File: config.mk
export PLATFORM = sky130hd
export DESIGN_NAME = program_memory_loader
export DESIGN_NICKNAME = d
export VERILOG_FILES = /design/src/rtl/program_memory_loader.sv
export SDC_FILE = /design/constraint.sdc
export NUM_CORES = 1
export LEC_CHECK = 0
export ABC_AREA = 1
export CAP_MARGIN = 20
export CORE_ASPECT_RATIO = 0.9
export CORE_MARGIN = 4
export CORE_UTILIZATION = 48
export DETAILED_ROUTE_END_ITERATION = 8
export GPL_TIMING_DRIVEN = 0
export PLACE_DENSITY = 0.74
export RECOVER_POWER = 100
export SLEW_MARGIN = 20
export SYNTH_ARGS = -nofsm -noshare
export SYNTH_HDL_FRONTEND = slang
export SYNTH_SLANG_ARGS = --single-unit
File: constraint.sdc
create_clock -name clk -period 1.6 [get_ports clk]
set_input_delay 0.4 -clock clk [delete_from_list [all_inputs] [get_ports clk]]
set_output_delay 0.4 -clock clk [all_outputs]
set_load 0.03 [all_outputs]
File: src/rtl/program_memory_loader.sv
// Purpose : byte-stream boot loader; packs LE bytes into words, writes program memory, then releases the core.
// Latency : 4th byte of a word accepted at edge k -> mem_we_o high in cycle k+1 (4 bytes / 5 cycles max).
// Backpressure: byte_ready_o low outside LEN_LO/LEN_HI/DATA; an offered byte is held by the source until accepted.
//
// Ports:
//   clk, reset (async, active-low)
//   start_i                       begin a new load (ignored while busy_o)
//   byte_valid_i/byte_i/byte_ready_o   byte stream, transfer = valid & ready
//   mem_we_o/mem_addr_o/mem_wdata_o    program memory write port (we qualifies addr/data)
//   words_loaded_o                count of words written in current/last load
//   busy_o/done_o/error_o         load status
//   cpu_run_o                     1 = core may run
module program_memory_loader #(
    parameter int          MEMORY_DEPTH = 32,
    parameter logic [31:0] BASE_ADDRESS = 32'h00400000
) (
    input  logic        clk,
    input  logic        reset,
    input  logic        start_i,
    input  logic        byte_valid_i,
    input  logic [7:0]  byte_i,
    output logic        byte_ready_o,
    output logic        mem_we_o,
    output logic [31:0] mem_addr_o,
    output logic [31:0] mem_wdata_o,
    output logic [15:0] words_loaded_o,
    output logic        busy_o,
    output logic        done_o,
    output logic        error_o,
    output logic        cpu_run_o
);

    typedef enum logic [2:0] {
        S_IDLE, S_LEN_LO, S_LEN_HI, S_DATA, S_WRITE, S_DONE, S_ERROR
    } state_t;

    state_t      state, state_nxt;
    logic [15:0] len;
    logic [15:0] index;
    logic [1:0]  byte_cnt;
    logic [23:0] asm_word;   // first three bytes of the word being assembled
    logic        xfer;
    logic        start_ok;
    logic [15:0] len_full;

    assign xfer     = byte_valid_i & byte_ready_o;
    assign start_ok = start_i & ((state == S_IDLE) | (state == S_DONE) | (state == S_ERROR));
    // Complete length as it will be once the high byte in flight is latched.
    assign len_full = {byte_i, len[7:0]};

    always_ff @(posedge clk or negedge reset) begin
        if (!reset) begin
            state <= S_IDLE;
        end else begin
            state <= state_nxt;
        end
    end

    always_comb begin
        state_nxt    = state;
        byte_ready_o = 1'b0;
        mem_we_o     = 1'b0;
        busy_o       = 1'b0;
        done_o       = 1'b0;
        error_o      = 1'b0;
        cpu_run_o    = 1'b0;
        case (state)
            S_IDLE: begin
                if (start_i) state_nxt = S_LEN_LO;
            end
            S_LEN_LO: begin
                byte_ready_o = 1'b1;
                busy_o       = 1'b1;
                if (byte_valid_i) state_nxt = S_LEN_HI;
            end
            S_LEN_HI: begin
                byte_ready_o = 1'b1;
                busy_o       = 1'b1;
                if (byte_valid_i) begin
                    if (len_full == 16'd0)                    state_nxt = S_DONE;
                    else if (len_full > 16'(MEMORY_DEPTH))    state_nxt = S_ERROR;
                    else                                      state_nxt = S_DATA;
                end
            end
            S_DATA: begin
                byte_ready_o = 1'b1;
                busy_o       = 1'b1;
                if (byte_valid_i && (byte_cnt == 2'd3)) state_nxt = S_WRITE;
            end
            S_WRITE: begin
                mem_we_o = 1'b1;
                busy_o   = 1'b1;
                if ((index + 16'd1) == len) state_nxt = S_DONE;
                else                        state_nxt = S_DATA;
            end
            S_DONE: begin
                done_o    = 1'b1;
                cpu_run_o = 1'b1;
                if (start_i) state_nxt = S_LEN_LO;
            end
            S_ERROR: begin
                error_o = 1'b1;
                if (start_i) state_nxt = S_LEN_LO;
            end
            default: state_nxt = S_IDLE;
        endcase
    end

    always_ff @(posedge clk or negedge reset) begin
        if (!reset) begin
            len            <= 16'd0;
            index          <= 16'd0;
            byte_cnt       <= 2'd0;
            asm_word       <= 24'd0;
            words_loaded_o <= 16'd0;
            mem_addr_o     <= 32'd0;
            mem_wdata_o    <= 32'd0;
        end else begin
            if (start_ok) begin
                len            <= 16'd0;
                index          <= 16'd0;
                byte_cnt       <= 2'd0;
                words_loaded_o <= 16'd0;
            end
            if (xfer && (state == S_LEN_LO)) len[7:0]  <= byte_i;
            if (xfer && (state == S_LEN_HI)) len[15:8] <= byte_i;
            if (xfer && (state == S_DATA)) begin
                byte_cnt <= byte_cnt + 2'd1;
                case (byte_cnt)
                    2'd0: asm_word[7:0]   <= byte_i;
                    2'd1: asm_word[15:8]  <= byte_i;
                    2'd2: asm_word[23:16] <= byte_i;
                    default: begin
                        // Address/data are registered here so they are stable for the whole WRITE cycle.
                        mem_wdata_o <= {byte_i, asm_word};
                        mem_addr_o  <= BASE_ADDRESS + {14'd0, index, 2'b00};
                    end
                endcase
            end
            if (state == S_WRITE) begin
                index          <= index + 16'd1;
                words_loaded_o <= words_loaded_o + 16'd1;
            end
        end
    end

endmodule
==> results by group, run 1 <==
Cells and area
  – Fin nets: 864
  – Layout cells sized above 1: 0.428
  – Antenna diode count: 0
  – # fillers: 704
  – Register Area: 3160 µm²
  – Layout area overhead: 59.5%
  – Final instance area: 9310 µm²
  – Multi-input logic area: 3090 µm²

Job
  – Max Cap Violations: 0

Route
  – Iter 0 DRT Violations: 718
  – Drt total wl: 22.0 mm
  – Residual DRC: 0
  – DRT antenna net count: 0
  – Pre-antenna DRT Iters: 5
  – Vias/cell: 5.88
  – Total number of vias: 5969
  – Wire per inst: 21.7 µm

Timing
  – Final setup vio count: 134
  – Max Clk Rate: 472 MHz
  – Final hold vios: 0
  – Setup ws final: -0.520 ns
  – Layout Skew: 0.0123 ns
  – Hold_ws: 0.472 ns
  – Slew Limit Fails: 0
  – Crit share post-route: 1.32
  – Fin crit period: 2.12 ns
  – Worst slew pin tran: 0.693 ns
  – Slew HR: 0.538
  – Unrepaired setup endpoints after global routing: true

Clock tree
  – TritonCTS clock tree: built
  – CTS HTree Levels: 4
  – TritonCTS Buffers: 17
  – Clk sinks: 126
  – Worst-skew pair later-pin latency: 0.44 ns
  – CTS root buffer: clkbuf_16
  – CTS clock-pin slew for the worst setup and hold paths: 0.05 ns
  – Max Root-Sink Buffers: 2

Floorplan
  – Die Span X: 124 µm
  – Die Span Y: 113 µm
  – Ports: 98
  – Initial Utilization: 0.500
  – Core Rows: 37
  – Die area: 14000 µm²
  – Core Area: 11700 µm²

Global routing
  – Antenna violations before repair: 0
  – First-pass GRT wire length: 29.8 mm
  – Total GRT Usage: 0.270
  – Remaining Overflow, GRT: 0
  – Largest net degree at the start of global routing: 81
  – Vias in the first global route: 5611

Power
  – Leakage: 4.39 nW
  – VDD IR max: 0.000927 V
  – Pwr Density: 1510 nW/µm²

Setup path
  – Crit path top cell by count: nand2_1
  – CP max stage delay: 0.40 ns
  – CP required: 1.91 ns
  – Register-to-Register Path Depth: 14
  – R2r setup slk: -0.46 ns
  – Cell Chain, Critical Path: clkdlybuf4s50_1 -> inv_1 -> nand2_1 -> nor3_1 -> o21ai_0 -> nand2b_1 -> a21oi_1 -> nand2_1 -> nand2_1 -> nand2_1
  – RR Startpoint: index[0]
  – Critical path's slowest cell: clkdlybuf4s50_1
  – RR Endpoint: state[1]
  – Crit-path max FO: 7
  – Crit Path Class: in2reg
  – Critical Path AT: 2.43 ns
  – Critical path startpoint: byte_i[7]
  – End of the critical path: state[2]
  – Kind of end point of the critical path: flip-flop
  – Critical path launch point type: input port

Synthesis
  – YS warnings: 0
  – Post-synth top flop: dfrtp_1
  – Yosys reg bits: 126
  – Post-Syn Area: 5830 µm²
  – Post-synth EDFFs: 0
  – Asr flop ratio synth: 1.00
  – Sequential area share after synthesis: 0.540
  – Post-synth cell types: 40
  – Syn Inst Count: 652
  – Avg Cell Area, Syn: 8.95 µm²

Place
  – PortBufs: 82
  – Placer Congestion: 0.906
  – DP Area: 6970 µm²
  – Dpl hpwl: 11.1 mm

Worst hold path
  – Hold Crit Class: reg2reg
  – Worst hold start: words_loaded_o[15]

Status
  – Failing checks: negative setup slack
  – Status: finished, violations left
==> stage by stage <==
stage	utilization	setup WS (ns)	std cells	TNS, ns	power, mW
after global placement	0.595	-5.17	904	-635.09	6.99
after global routing	0.798	-0.596	1015	-36.47	14.5
final	0.798	-0.520	1015	-28.16	14.0
after CTS	0.729	-0.450	981	-15.99	12.9
after detailed placement	0.597	-0.948	905	-44.19	7.13
after floorplan	-	-0.119	666	-0.459	6.07
==> layer usage <==
layer  wire, µm  global-route usage  vias to the layer above  part of all wire
met5          0                   0                        -                 0
met4       1120               0.125                        0             0.051
met3       1880              0.0609                      112             0.085
met2      10800               0.445                      390              0.49
met1       8220               0.341                     2928              0.37
li1           -                   -                     2539                 -
==> synthesized netlist by cell type (2+ instances only) <==
cell type	number	area (µm²)
nand2_1	172	646
dfrtp_1	126	3150
inv_1	64	240
o21ai_0	63	315
nand3_1	50	250
o22ai_1	29	181
nor2_1	28	105
mux2_2	23	259
buf_4	16	120
nand4_1	10	62.6
a21oi_1	8	40.0
clkbuf_1	8	30.0
ha_1	6	75.1
buf_2	4	20.0
inv_2	4	15.0
nor2_4	4	45.0
nor3_1	4	20.0
nor2_2	3	18.8
xor2_1	3	26.3
buf_1	2	7.51
buf_6	2	22.5
mux2i_1	2	20.0
nor3_2	2	20.0
o211ai_1	2	15.0
o31ai_1	2	15.0
==> worst max-delay path: cells and delay by family <==
| kind | cells | cell delay, ns |
|---|---|---|
| simple gates | 6 | 0.95 |
| buf+inv | 2 | 0.67 |
| compound gates | 2 | 0.41 |
==> registers in the layout, indices dropped and copies added (netlist names) <==
signal and count:
len 16, words_loaded_o 16, asm_word 24, state 3, index 16, mem_addr_o 17
mem_wdata_o 32, byte_cnt 2
==> area by class of cell <==
class / instances / share of cell area
clock buffer: 21 / 0.0484
inverter: 69 / 0.0324
buffer: 31 / 0.0378
timing repair buffer: 160 / 0.166
tap: 156 / 0.0210
multi-input combinational: 441 / 0.332
clock inverter: 11 / 0.0229
sequential: 126 / 0.340
==> placed cells by master, fill, tap and decap left out, drive strengths merged, types with 8 or more instances in the layout <==
cell and instances:
a21oi 8, clkdlybuf4s50 10, nand2 176, clkdlybuf4s15 31
dfrtp 126, nor2 35, buf 107, o21ai 64
mux2 24, conb 15, o22ai 29, inv 63
nand3 50, nand4 10, clkbuf 58
==> cells by family after synthesis <==
group                      share of synthesized area
AOI/OAI and AO/OA                              0.107
xor gates and xnor gates                     0.00450
adders and majority gates                     0.0129
buffers and inverters                         0.0787
DFF                                            0.540
muxes                                         0.0498
other                                       0.000643
and+or+nand+nor                                0.207
==> report_power, final <==
group,leakage (nW),internal [mW],switching (mW)
sequential,1.71,3.75,0.481
clock,0.313,2.95,1.49
combinational,2.37,2.19,3.17
total,4.39,8.89,5.14
==> worst min path at each step <==
stage                              end  cells past startpoint
finish              words_loaded_o[15]                      1
global route        words_loaded_o[15]                      1
floorplan                  asm_word[0]                      0
detailed placement     mem_wdata_o[21]                      1
global placement        mem_addr_o[22]                      2
CTS                 words_loaded_o[15]                      1
==> what timing repair did <==
action	4_1_cts	5_1_grt
setup buffers	41	25
hold endpoints to repair	46	0
endpoints found under the setup margin	195	185
pin swaps	26	26
cloned	3	12
gates resized for setup	297	270
hold buffers	1	0
Power figures use the tool's default switching activity.
==> run 2, diff against run 1 <==
--- a/config.mk
+++ b/config.mk
@@ -9,7 +9,7 @@
 export CAP_MARGIN = 20
 export CORE_ASPECT_RATIO = 0.9
 export CORE_MARGIN = 4
-export CORE_UTILIZATION = 48
+export CORE_UTILIZATION = 50
 export DETAILED_ROUTE_END_ITERATION = 8
 export GPL_TIMING_DRIVEN = 0
 export PLACE_DENSITY = 0.74
==> constraint.sdc (replaced) <==
create_clock -name clk -period 2 [get_ports clk]
set_input_delay 0.5 -clock clk [delete_from_list [all_inputs] [get_ports clk]]
set_output_delay 0.5 -clock clk [all_outputs]
set_load 0.03 [all_outputs]
==> run 2 against run 1 <==
The run still ends with negative setup slack left. Critical path type is now reg2out. Global-route usage down 2.9 points. Flip-flop and latch count unchanged. Critical path depth down 5. Non-clock buffer count down 53. Worst setup slack better by 0.47 ns. First-iteration DRC count down 19%.
==> results by group, run 2 (synthesized netlist as in run 1, its figures left out) <==
Cells and area
  – Most flops, register: mem_wdata_o
  – Layout cells sized above 1: 0.225
  – Max FFs per register: 32
  – Commonest non-fill, non-tap cell in the layout: nand2_1
  – Non-Filler Instances: 959
  – # fillers: 879
  – Fin nets: 809
  – Commonest cells after routing, fill and taps aside: 155 x nand2_1, 122 x dfrtp_1, 62 x o21ai_0, 58 x clkdlybuf4s50_1, 53 x inv_1
  – Multi-input logic area: 2450 µm²
  – Largest registers: mem_wdata_o x32, asm_word x24, mem_addr_o x17
  – Post-layout util: 0.685
  – Layout area overhead: 34.3%
  – Antenna diode count: 0
  – Register Area: 3160 µm²
  – Final instance area: 7840 µm²

Floorplan
  – Core Rows: 37
  – Die Span X: 122 µm
  – Core Area: 11400 µm²
  – Ports: 98
  – Initial Utilization: 0.510
  – Die Span Y: 110 µm
  – Die area: 13500 µm²

Global routing
  – Total GRT Usage: 0.241
  – Met2 GRT Util: 0.390
  – Remaining Overflow, GRT: 0
  – First-pass GRT wire length: 25.8 mm
  – M1 GR Usage: 0.314
  – Vias in the first global route: 5185
  – GR peak layer: met2
  – Antenna violations before repair: 0
  – Grt met3 use: 0.0701
  – Largest net degree at the start of global routing: 82

Timing
  – Worst slew pin tran: 1.16 ns
  – Layout Skew: 0.00597 ns
  – Hold_ws: 0.315 ns
  – Final setup vio count: 4
  – Setup ws final: -0.0458 ns
  – Slew Limit Fails: 0
  – Post-Route Setup TNS: -0.110 ns
  – Crit share post-route: 1.02
  – Slew HR: 0.227
  – Fin crit period: 2.05 ns
  – Final hold vios: 0
  – Max Clk Rate: 489 MHz
  – Unrepaired setup endpoints after global routing: true

Clock tree
  – CTS root buffer: clkbuf_16
  – TritonCTS clock tree: built
  – # hold bufs at CTS: 0
  – CTS HTree Levels: 4
  – Max Root-Sink Buffers: 2
  – CTS clock-pin slew for the worst setup and hold paths: 0.05 ns
  – Worst-skew pair later-pin latency: 0.41 ns
  – Clk sinks: 126
  – TritonCTS Buffers: 17

Setup path
  – Crit Path Class: reg2out
  – Buf/Inv on CP: 2
  – Cell Chain, Critical Path: nor2_4 -> nand2_4 -> buf_6 -> o211ai_1 -> buf_4
  – CP max stage delay: 0.43 ns
  – CP required: 1.50 ns
  – Crit-path max FO: 3
  – Crit path max-delay family: flip-flops
  – Critical Path AT: 1.55 ns
  – Critical path's slowest cell: dfrtp_1
  – Critical path launch point type: flip-flop
  – R2r setup slk: -0.02 ns
  – Kind of end point of the critical path: output port

Route
  – Total number of vias: 5290
  – Pre-antenna DRT Iters: 5
  – Iter 0 DRT Violations: 581
  – Residual DRC: 0
  – Drt total wl: 16.2 mm
  – DRT antenna net count: 0
  – Vias/cell: 5.52
  – Wire per inst: 16.8 µm

Place
  – Placer Congestion: 0.868
  – PortBufs: 82
  – Pre-CTS setup slack: -1.01 ns
  – DP Area: 6930 µm²
  – Placed cells: 905
  – Dpl hpwl: 10.7 mm

Power
  – Power, Total: 9.18 mW
  – VDD IR max: 0.000724 V
  – Pwr Density: 1170 nW/µm²
  – Leakage: 3.77 nW

Status
  – Status: finished, violations left
  – Failing checks: negative setup slack

Worst hold path
  – Hold Crit Class: in2async

Job
  – Max Cap Violations: 0
[run 2: cell types whose count changed in the layout (fill, tap and decap cells not counted), sizes merged, moves of 3 or more]
| cell | previous run | this run |
|---|---|---|
| buf | 107 | 54 |
| bufinv | 6 | 3 |
| dlygate4sd2 | 5 | 10 |
| clkdlybuf4s50 | 10 | 58 |
| inv | 63 | 67 |
| clkdlybuf4s15 | 31 | 0 |
| clkbuf | 58 | 36 |
[run 2: report_power, final]
group          switching (mW)  internal, mW  total (mW)
sequential              0.329          3.00        3.33
combinational            1.75          1.00        2.75
clock                    1.10          2.01        3.11
total                    3.18          6.01        9.18
[run 2: final timing paths]
kind / depth (start not counted) / to / startpoint
worst max-delay path: 5 / busy_o / state[0]
worst min-delay path: 1 / asm_word[16] / reset
worst max register to register: 15 / state[1] / index[1]
worst min register to register: 2 / mem_addr_o[22] / mem_addr_o[22]
max in group asynchronous: 2 / len[13] / reset
min in group clk: 2 / mem_addr_o[22] / mem_addr_o[22]
[run 2: area by class of cell]
class                   instances  share of cell area
inverters                      69              0.0346
repair buffers                107               0.120
clock buffers                  20              0.0583
flip-flops and latches        126               0.403
multi-input cells             439               0.313
clock inverters                11              0.0180
plain buffers                  31              0.0283
well taps                     156              0.0249
[run 2: what timing repair did]
action,CTS,global route
buffers inserted,10,14
endpoints found under the setup margin,24,63
resized for setup,70,72
pin swaps,6,20
[run 2: layer usage]
metal	vias up	wire length (µm)
met3	31	1220
met4	0	366
met5	-	0
met1	2596	6590
met2	251	7980
li1	2412	-
